--- src/rtl/tex_unpack_pkg.sv ---
// Shared definitions for the texel unpacker: format class codes, the
// red/blue swap bit position and the UNORM bit-replication expanders.
package tex_unpack_pkg;

    localparam logic [1:0] TEX_CLS_R8       = 2'b00;
    localparam logic [1:0] TEX_CLS_RGB565   = 2'b01;
    localparam logic [1:0] TEX_CLS_RGBA8888 = 2'b10;
    localparam logic [1:0] TEX_CLS_RGBA4444 = 2'b11;

    // format bit that swaps red and blue (or selects luminance in class R8)
    localparam int TEX_SWAP_BIT = 2;

    // Replicate MSB-first and truncate to 32 bits: 0 -> 0, all-ones -> all-ones.
    function automatic logic [31:0] expand8(input logic [7:0] x);
        return {4{x}};
    endfunction

    function automatic logic [31:0] expand6(input logic [5:0] x);
        return {{5{x}}, x[5:4]};
    endfunction

    function automatic logic [31:0] expand5(input logic [4:0] x);
        return {{6{x}}, x[4:3]};
    endfunction

    function automatic logic [31:0] expand4(input logic [3:0] x);
        return {8{x}};
    endfunction

endpackage

--- src/rtl/tex_unpack_fifo.sv ---
// Synchronous FIFO holding raw texel entries (data, format, tag).
// DEPTH must be a power of two so the pointers wrap naturally.
module tex_unpack_fifo
    import tex_unpack_pkg::*;
#(
    parameter int DEPTH = 4,
    parameter int WIDTH = 45
) (
    input  logic             clk,
    input  logic             reset,
    input  logic             flush,
    input  logic             push,
    input  logic [WIDTH-1:0] wdata,
    input  logic             pop,
    output logic [WIDTH-1:0] rdata,
    output logic             full,
    output logic             empty
);
    localparam int AW = $clog2(DEPTH);
    localparam int CW = AW + 1;

    logic [WIDTH-1:0] mem_q [DEPTH];
    logic [AW-1:0]    wr_ptr_q, wr_ptr_d;
    logic [AW-1:0]    rd_ptr_q, rd_ptr_d;
    logic [CW-1:0]    count_q, count_d;

    // Pointer and occupancy next-state; a simultaneous push and pop nets zero.
    always_comb begin
        wr_ptr_d = wr_ptr_q;
        rd_ptr_d = rd_ptr_q;
        count_d  = count_q;
        if (push) wr_ptr_d = wr_ptr_q + AW'(1);
        if (pop)  rd_ptr_d = rd_ptr_q + AW'(1);
        if (push && !pop)      count_d = count_q + CW'(1);
        else if (!push && pop) count_d = count_q - CW'(1);
        if (flush) begin
            wr_ptr_d = '0;
            rd_ptr_d = '0;
            count_d  = '0;
        end
    end

    // Control state register with synchronous reset.
    always_ff @(posedge clk) begin
        if (reset) begin
            wr_ptr_q <= '0;
            rd_ptr_q <= '0;
            count_q  <= '0;
        end else begin
            wr_ptr_q <= wr_ptr_d;
            rd_ptr_q <= rd_ptr_d;
            count_q  <= count_d;
        end
    end

    // Storage array; contents need no reset since occupancy gates every read.
    always_ff @(posedge clk) begin
        if (push) mem_q[wr_ptr_q] <= wdata;
    end

    assign rdata = mem_q[rd_ptr_q];
    assign full  = (count_q == CW'(DEPTH));
    assign empty = (count_q == '0);

endmodule

--- src/rtl/tex_texel_unpack.sv ---
// Texel unpacker: buffers raw texture-memory words and expands them into
// four 32-bit UNORM channels behind a registered valid/ready output stage.
// Optional build macro ANFFL_TEX_UNPACK_LUMA_EN: class R8 with the swap bit
// set is decoded as luminance (r = g = b); otherwise the swap bit is ignored
// for R8.
module tex_texel_unpack
    import tex_unpack_pkg::*;
#(
    parameter int DEPTH = 4,
    parameter int TAG_W = 8
) (
    input  logic             clk,
    input  logic             reset,
    input  logic             flush,
    input  logic             in_valid,
    output logic             in_ready,
    input  logic [31:0]      in_data,
    input  logic [4:0]       in_format,
    input  logic [TAG_W-1:0] in_tag,
    output logic             out_valid,
    input  logic             out_ready,
    output logic [31:0]      out_r,
    output logic [31:0]      out_g,
    output logic [31:0]      out_b,
    output logic [31:0]      out_a,
    output logic [TAG_W-1:0] out_tag,
    output logic             busy
);
    localparam int FW = 32 + 5 + TAG_W;

    logic          fifo_full, fifo_empty;
    logic          push, pop;
    logic [FW-1:0] fifo_rdata;

    logic [31:0]      hd_data;
    logic [4:0]       hd_fmt;
    logic [TAG_W-1:0] hd_tag;
    logic [1:0]       hd_cls;
    logic             hd_swap;
    logic             fmt_rsvd_unused;

    logic [31:0] ch_r, ch_b, dec_r, dec_g, dec_b, dec_a;

    logic             out_valid_q, out_valid_d;
    logic [31:0]      r_q, r_d, g_q, g_d, b_q, b_d, a_q, a_d;
    logic [TAG_W-1:0] tag_q, tag_d;

    // A full FIFO refuses input even if it is draining this cycle.
    assign in_ready = !fifo_full && !flush && !reset;
    assign push     = in_valid && in_ready;
    assign pop      = !fifo_empty && (!out_valid_q || out_ready) && !flush && !reset;

    tex_unpack_fifo #(
        .DEPTH (DEPTH),
        .WIDTH (FW)
    ) u_fifo (
        .clk   (clk),
        .reset (reset),
        .flush (flush),
        .push  (push),
        .wdata ({in_tag, in_format, in_data}),
        .pop   (pop),
        .rdata (fifo_rdata),
        .full  (fifo_full),
        .empty (fifo_empty)
    );

    assign hd_data         = fifo_rdata[31:0];
    assign hd_fmt          = fifo_rdata[36:32];
    assign hd_tag          = fifo_rdata[FW-1:37];
    assign hd_cls          = hd_fmt[1:0];
    assign hd_swap         = hd_fmt[TEX_SWAP_BIT];
    assign fmt_rsvd_unused = ^hd_fmt[4:3];

    // Combinational decode of the FIFO head into expanded channels.
    always_comb begin
        ch_r  = '0;
        ch_b  = '0;
        dec_g = '0;
        dec_a = '1;
        case (hd_cls)
            TEX_CLS_R8: begin
                ch_r = expand8(hd_data[7:0]);
`ifdef ANFFL_TEX_UNPACK_LUMA_EN
                if (hd_swap) begin
                    dec_g = ch_r;
                    ch_b  = ch_r;
                end
`endif
            end
            TEX_CLS_RGB565: begin
                ch_r  = expand5(hd_data[15:11]);
                dec_g = expand6(hd_data[10:5]);
                ch_b  = expand5(hd_data[4:0]);
            end
            TEX_CLS_RGBA8888: begin
                ch_r  = expand8(hd_data[7:0]);
                dec_g = expand8(hd_data[15:8]);
                ch_b  = expand8(hd_data[23:16]);
                dec_a = expand8(hd_data[31:24]);
            end
            default: begin
                ch_r  = expand4(hd_data[3:0]);
                dec_g = expand4(hd_data[7:4]);
                ch_b  = expand4(hd_data[11:8]);
                dec_a = expand4(hd_data[15:12]);
            end
        endcase
        dec_r = ch_r;
        dec_b = ch_b;
        if (hd_swap && (hd_cls != TEX_CLS_R8)) begin
            dec_r = ch_b;
            dec_b = ch_r;
        end
    end

    // Output stage next-state: flush drops the texel, a load replaces it,
    // an accepted texel with nothing behind it empties the stage.
    always_comb begin
        out_valid_d = out_valid_q;
        r_d         = r_q;
        g_d         = g_q;
        b_d         = b_q;
        a_d         = a_q;
        tag_d       = tag_q;
        if (flush) begin
            out_valid_d = 1'b0;
        end else if (pop) begin
            out_valid_d = 1'b1;
            r_d         = dec_r;
            g_d         = dec_g;
            b_d         = dec_b;
            a_d         = dec_a;
            tag_d       = hd_tag;
        end else if (out_ready) begin
            out_valid_d = 1'b0;
        end
    end

    // Output stage register; reset clears channels and tag as well.
    always_ff @(posedge clk) begin
        if (reset) begin
            out_valid_q <= 1'b0;
            r_q         <= '0;
            g_q         <= '0;
            b_q         <= '0;
            a_q         <= '0;
            tag_q       <= '0;
        end else begin
            out_valid_q <= out_valid_d;
            r_q         <= r_d;
            g_q         <= g_d;
            b_q         <= b_d;
            a_q         <= a_d;
            tag_q       <= tag_d;
        end
    end

    assign out_valid = out_valid_q;
    assign out_r     = r_q;
    assign out_g     = g_q;
    assign out_b     = b_q;
    assign out_a     = a_q;
    assign out_tag   = tag_q;
    assign busy      = !fifo_empty || out_valid_q;

endmodule
--- config.mk ---
export PLATFORM = sky130hd
export DESIGN_NAME = tex_texel_unpack
export DESIGN_NICKNAME = d
export VERILOG_FILES = /design/src/rtl/tex_unpack_pkg.sv /design/src/rtl/tex_unpack_fifo.sv /design/src/rtl/tex_texel_unpack.sv
export SDC_FILE = /design/constraint.sdc
export NUM_CORES = 1
export LEC_CHECK = 0
export CORE_MARGIN = 5
export CORE_UTILIZATION = 54
export CTS_CLUSTER_DIAMETER = 30
export DETAILED_ROUTE_END_ITERATION = 10
export PLACE_DENSITY_LB_ADDON = 0.15
export SYNTH_ARGS = -nofsm -noshare
export SYNTH_HDL_FRONTEND = slang
export SYNTH_SLANG_ARGS = --single-unit
export TNS_END_PERCENT = 100
--- constraint.sdc ---
create_clock -name clk -period 4.13 [get_ports clk]
set_input_delay 0.826 -clock clk [delete_from_list [all_inputs] [get_ports clk]]
set_output_delay 0.826 -clock clk [all_outputs]
set_load 0.05 [all_outputs]
==> results of run 1 <==
[metal layers]
| metal | vias to the layer above | track usage [%] |
|---|---|---|
| li1 | 3888 | - |
| met2 | 436 | 38.5 |
| met5 | - | 0 |
| met1 | 4241 | 33.1 |
| met3 | 78 | 5.87 |
| met4 | 2 | 10.2 |
[power by group through the flow]
stage | registers (uW) | logic [uW] | clock network, uW
final | 3110 | 578 | 3840
after global routing | 3110 | 612 | 4040
after CTS | 3110 | 575 | 3890
after detailed placement | 3170 | 572 | 0
after global placement | 3160 | 565 | 0
after floorplan | 3280 | 244 | 0
[flip-flops by register name, summed over array words and instances (netlist names), named ones only]
name / flops
u_fifo.wr_ptr_q: 2
u_fifo.count_q: 3
out_g: 24
out_tag: 8
out_a: 8
out_valid: 1
out_r: 32
u_fifo.mem_q: 172
out_b: 32
u_fifo.rd_ptr_q: 2
[worst max-delay path by stage]
| stage | start | end | slack, ns | depth (start not counted) |
|---|---|---|---|---|
| floorplan | flush | u_fifo.count_q[2] | 0.25 | 11 |
| global placement | reset | u_fifo.count_q[2] | 0.64 | 11 |
| detailed placement | flush | u_fifo.count_q[2] | 0.62 | 11 |
| CTS | reset | u_fifo.count_q[2] | 1.18 | 11 |
| global route | reset | u_fifo.count_q[2] | 0.98 | 11 |
| finish | reset | u_fifo.count_q[2] | 1.17 | 11 |
[synthesized netlist by cell type (3+ instances only)]
master / n
a211oi_1: 13
a21o_1: 5
a21oi_1: 99
a31oi_1: 13
a32o_1: 14
and2_1: 5
and3_1: 5
buf_2: 23
buf_4: 36
clkbuf_1: 31
dfxtp_1: 114
edfxtp_1: 172
ha_1: 5
inv_1: 9
mux2_2: 9
mux2_4: 3
mux2i_1: 9
mux4_2: 43
nand2_1: 70
nand2b_1: 21
nand3_1: 9
nor2_1: 53
nor2b_1: 3
nor3_1: 9
nor3b_1: 5
o211ai_1: 3
o21a_1: 6
o21ai_0: 91
o221ai_1: 7
o22ai_1: 16
xor2_1: 3
[cell type report]
| class | count | share of cell area, % |
|---|---|---|
| Sequential cell | 286 | 48.3 |
| Multi-Input combinational cell | 549 | 25.3 |
| Timing Repair Buffer | 207 | 13.4 |
| Clock buffer | 52 | 8.03 |
| Clock inverter | 38 | 2.41 |
| Tap cell | 280 | 2.27 |
| Inverter | 10 | 0.243 |
| Antenna cell | 1 | 0.0162 |
[worst max-delay path, stage by stage]
cell	delay, ns
clkdlybuf4s50_1	0.41
or2_2	0.41
a21oi_1	0.16
buf_4	0.16
and2_1	0.22
ha_1	0.21
inv_1	0.06
fa_1	0.37
xor2_1	0.17
or3_1	0.30
a21oi_1	0.13
[cell usage in the layout, fill, tap and decap left out, types with 4 or more instances in the layout]
master,count
clkdlybuf4s50_1,185
edfxtp_1,172
dfxtp_1,112
a21oi_1,99
o21ai_0,91
nand2_1,70
nor2_1,53
clkbuf_16,49
mux4_2,43
nand2b_1,21
buf_4,18
o22ai_1,16
a32o_1,14
a31oi_1,13
a211oi_1,13
clkinv_2,10
inv_1,9
nor3_1,9
mux2i_1,9
mux2_2,9
nand3_1,9
o221ai_1,7
clkinvlp_4,7
clkinv_4,7
clkinv_1,6
o21a_1,6
and2_1,5
a21o_1,5
ha_1,5
and3_2,4
nor3b_1,4
bufinv_16,4
buf_12,4
[logic make-up (layout without fill, tap and decap cells)]
logic type	Yosys count	in the layout	synth area share [%]
other cells	0	1	0
xor+xnor	5	5	0.368
fa+ha+maj	6	6	0.694
mux	64	64	10.1
flops	286	286	62.6
compound gates	285	285	14.3
buf+inv	104	307	4.78
simple gates	189	189	7.23
[metrics by stage]
stage	area, um2	util [%]
after global routing	15400	70.9
after floorplan	11900	-
final	15400	70.9
after detailed placement	13800	63.5
after global placement	13800	63.5
after CTS	15400	70.9
==> reports/qor.txt, run 1 <==
area occupied by multi-input gates: 3900 um2
worst hold path class: flop to flop
Worst Hold End: out_tag[4]
DR top layer: met5
fill count: 1516
clk_skew: 0.0137 ns
CTS resizes: 0
unrepaired setup endpoints after global routing: false
placed cell count: 1332
first-pass GRT wire length: 47600 um
GP Congestion: 0.899
Total GRT Usage: 24.5%
Hold Path Stages: 2
switching share of power: 23.9%
synthesis-to-finish area growth: 29.5%
top_reg_cell synth: edfxtp_1
Initial Util: 54.7%
Synth cell types: 56
sw power: 1800 uW
Pwr Density: 488 nW/um2
PortBufs: 186
peak fanout along the critical path: 11
metal2 WL: 14800 um
worst hold margin: 0.450 ns
FFs w/ async S/R, synth: 0%
Clock Latency Late Sink: 0.54 ns
Synth top area share: 43.4%
postcts setup bufs: 0
clk slew on worst S/H paths: 0.05 ns
hpwl dp: 20200 um
CP Class: input pin to flop
TritonCTS Buffers: 48
via/cell ratio: 6.08
via count: 8645
Synth area leader: edfxtp_1
CTS tree: yes
final net count: 1158
cells after synthesis: 939
CTS root buffer: clkbuf_16
final setup violation count: 0
pin count of the biggest net entering global routing: 75
crit end category: flop
sequential share of the synthesized area: 62.6%
Mapped Area: 11900 um2
ratio of cells with drive above 1 in the final layout: 15.4%
r2r setup slk: 1.26 ns
Slew Limit Headroom: 32.3%
Setup WS post-layout: 1.17 ns
met3 WL post-DR: 3000 um
Worst Min Path Start: out_tag[4]
Pint: 5730 uW
MaxCap Viol Count: 0
FMAX: 338 MHz
DRC Markers: 0
CTS Sinks: 286
Post-Syn Nets: 995
worst vdd ir: 0.000380 V
DRT iter0 DRCs: 850
Routed WL: 31200 um
Storage cell area: 7450 um2
r2r endpoint: out_r[7]
vias in the first global route: 8452
Final Non-Filler Cells: 1423
Die Wd: 158 um
die height: 158 um
H-tree depth: 2
synth top area cells: edfxtp_1 (43%), dfxtp_1 (19%), mux4_2 (8.1%)
Worst Path Arrival: 3.43 ns
Synth Register Bits: 286
Core Region: 21800 um2
Final min period: 2.96 ns
worst r2r path cells: 5
Comb pwr share: 7.7%
clock group share of total power: 51.0%
row count: 54
Worst Setup Start Kind: input pin
Longest Clk Path Bufs: 3
dpl ws: 0.625 ns
Metal-1 WL: 12300 um
die area: 25100 um2
Syn. warnings: 0
Tot Pwr: 7530 uW
Pre-antenna DRT Iters: 5
worst path required time: 4.60 ns
initial antenna violation count: 1
outcome: finished clean
period utilisation layout: 71.7%
setup tns final: 0 ns
Hold Buf Count CTS: 0
Routed Antenna Nets: 0
WL/cell: 22.0 um
fin. max-slew vios: 0
pin slew with the least headroom to its limit: 1.01 ns
Final Hold Fails: 0
Top Ports: 189
mean post-synth cell area: 12.7 um2
Sequential Power Share: 41.3%
total gr overflow: 0
Post-synth EDFFs: 172
Leakage: 0.00519 uW
Power figures use the tool's default switching activity.
==> inputs of run 2 (changes only) <==
==> constraint.sdc (replaced) <==
create_clock -name clk -period 3 [get_ports clk]
set_input_delay 0.6 -clock clk [delete_from_list [all_inputs] [get_ports clk]]
set_output_delay 0.6 -clock clk [all_outputs]
set_load 0.05 [all_outputs]
==> reports/qor.txt, run 2 (synthesis gave the netlist of run 1 again) <==
CP Class: flop to output port
MaxCap Viol Count: 0 (unchanged)
total gr overflow: 0 (unchanged)
Finished Cell Area: 15700 um2 (+2.1%)
final setup violation count: 0 (unchanged)
PortBufs: 186 (unchanged)
synthesis-to-finish area growth: 32.3%
crit end category: output port
Cell Chain, Critical Path: nor3_1 -> nand2b_1 -> clkdlybuf4s50_1
Max stage delay on crit path: 0.72 ns (+0.31 ns)
fin. max-slew vios: 0 (unchanged)
DRC Markers: 0 (unchanged)
Largest register FFs: 172 (unchanged)
Die Wd: 158 um (unchanged)
Total GRT Usage: 24.5% (-0.026 points)
CTS root buffer: clkbuf_16
Initial Util: 54.7% (unchanged)
ratio of cells with drive above 1 in the final layout: 16.3% (+0.91 points)
Final Hold Fails: 0 (unchanged)
Hold Buf Count CTS: 0 (unchanged)
postcts setup bufs: 0 (unchanged)
Clock Latency Late Sink: 0.54 ns (about the same)
CTS Sinks: 286 (unchanged)
Tot Pwr: 10700 uW (+43%)
Pre-antenna DRT Iters: 6 (+1)
Routed WL: 31400 um (+0.33%)
CP max-delay cell: clkdlybuf4s50_1
Antenna Cells: 0 (-1)
routing usage on met3: 5.19% (-0.68 points)
clk_skew: 0.0262 ns (+0.0125 ns)
period utilisation layout: 89.8%
worst setup path start: u_fifo.count_q[0]
clk slew on worst S/H paths: 0.05 ns (about the same)
DRT iter0 DRCs: 873 (+2.7%)
H-tree depth: 2 (unchanged)
worst hold path class: flop to flop
CTS tree: yes
Final min period: 2.69 ns
final net count: 1177 (+1.6%)
die area: 25100 um2 (unchanged)
Buf+Inv Stages, Crit Path: 1 (-2)
unrepaired setup endpoints after global routing: false
first-pass GRT wire length: 47400 um (-0.35%)
vias in the first global route: 8475 (+0.27%)
Routed Antenna Nets: 0 (unchanged)
Longest Clk Path Bufs: 3 (unchanged)
met1 Use GR: 33.4% (+0.29 points)
Top Family by Delay on Critical Path: buffers and inverters
worst path required time: 2.40 ns (-2.20 ns)
via count: 8571 (-0.86%)
outcome: finished clean
Worst Min Path Start: out_tag[1]
GRT busiest layer: met2
die height: 158 um (unchanged)
r2r endpoint: out_r[21]
FMAX: 371 MHz
Setup WS post-layout: 0.306 ns (-0.864 ns)
met2 usage: 39.4% (+0.91 points)
Core Region: 21800 um2 (unchanged)
Pwr Density: 683 nW/um2 (+40%)
CTS resizes: 0 (unchanged)
Worst Path Arrival: 2.09 ns (-1.34 ns)
initial antenna violation count: 0 (-1)
row count: 54 (unchanged)
Worst Hold End: out_tag[1]
Top Ports: 189 (unchanged)
fill count: 1483 (-2.2%)
pin slew with the least headroom to its limit: 0.633 ns (-0.381 ns)
commonest non-fill, non-tap cell in the layout: clkdlybuf4s50_1
GP Congestion: 0.913 (+1.5%)
Hold Path Stages: 2 (unchanged)
most frequent cells in the layout: clkdlybuf4s50_1 (185), edfxtp_1 (172), dfxtp_1 (112)
Leakage: 0.00535 uW (+3.1%)
Reg with most FFs: u_fifo.mem_q
Placement Cell Area: 14100 um2 (+1.8%)
hpwl dp: 20700 um (+2.7%)
WL/cell: 21.8 um (-0.72%)
TritonCTS Buffers: 49 (+2.1%)
via/cell ratio: 5.96 (-1.9%)
dpl ws: 0.0546 ns (-0.570 ns)
Slew Limit Headroom: 57.6% (+25 points)
setup tns final: 0 ns (unchanged)
Worst Setup Start Kind: flop
worst r2r path cells: 5 (unchanged)
pin count of the biggest net entering global routing: 51 (-32%)
peak fanout along the critical path: 4 (-7)
r2r setup slk: 0.38 ns (-0.88 ns)
worst vdd ir: 0.000504 V (+33%)
[run 2: changes by cell type in the layout (fill, tap and decap cells not counted), sizes merged]
cell	delta
clkinv	-14
bufinv	+5
clkbuf	+6
diode	-1
buf	+18
inv	+2
clkinvlp	-1
[run 2: worst max-delay path by stage]
stage                                   end  slack [ns]  cells past startpoint
after global routing              out_r[13]        0.23                      5
after CTS                              busy        0.28                      3
final                                  busy        0.31                      3
after detailed placement  u_fifo.count_q[2]        0.05                     10
after floorplan           u_fifo.count_q[2]     0.00002                     11
after global placement    u_fifo.count_q[2]        0.10                     10
[run 2: layer usage]
layer	vias to the layer above	share of wire (%)
met2	446	48
met4	0	2.5
met3	61	9.6
li1	3900	-
met5	-	0
met1	4164	39
[run 2: per-stage QoR]
step	utilization, %	cells	hold WS [ns]
6_report	72.4	1438	0.454
5_1_grt	72.4	1438	0.476
4_1_cts	72.4	1438	0.455
3_5_place_dp	64.6	1350	0.448
3_3_place_gp	64.6	1350	0.447
2_1_floorplan	-	939	0.485
[run 2: where the power goes]
group	internal [uW]	switching [uW]	total (uW)	leakage [uW]
Clock	3820	1830	5650	0.000810
Combinational	293	523	816	0.00207
Sequential	4240	42.0	4280	0.00248
[run 2: layout make-up]
class | count | area (um2) | share of cell area (%)
clock buffers | 58 | 1280 | 8.14
clock inverters | 30 | 412 | 2.61
repair buffers | 225 | 2300 | 14.6
multi-input cells | 549 | 3910 | 24.8
inverters | 10 | 37.5 | 0.238
flip-flops and latches | 286 | 7450 | 47.3
well taps | 280 | 350 | 2.23
[run 2: worst min-delay path: stages (launching register included)]
cell and delay, ns:
dfxtp_1 0.30, nand2_1 0.05, a21oi_1 0.05
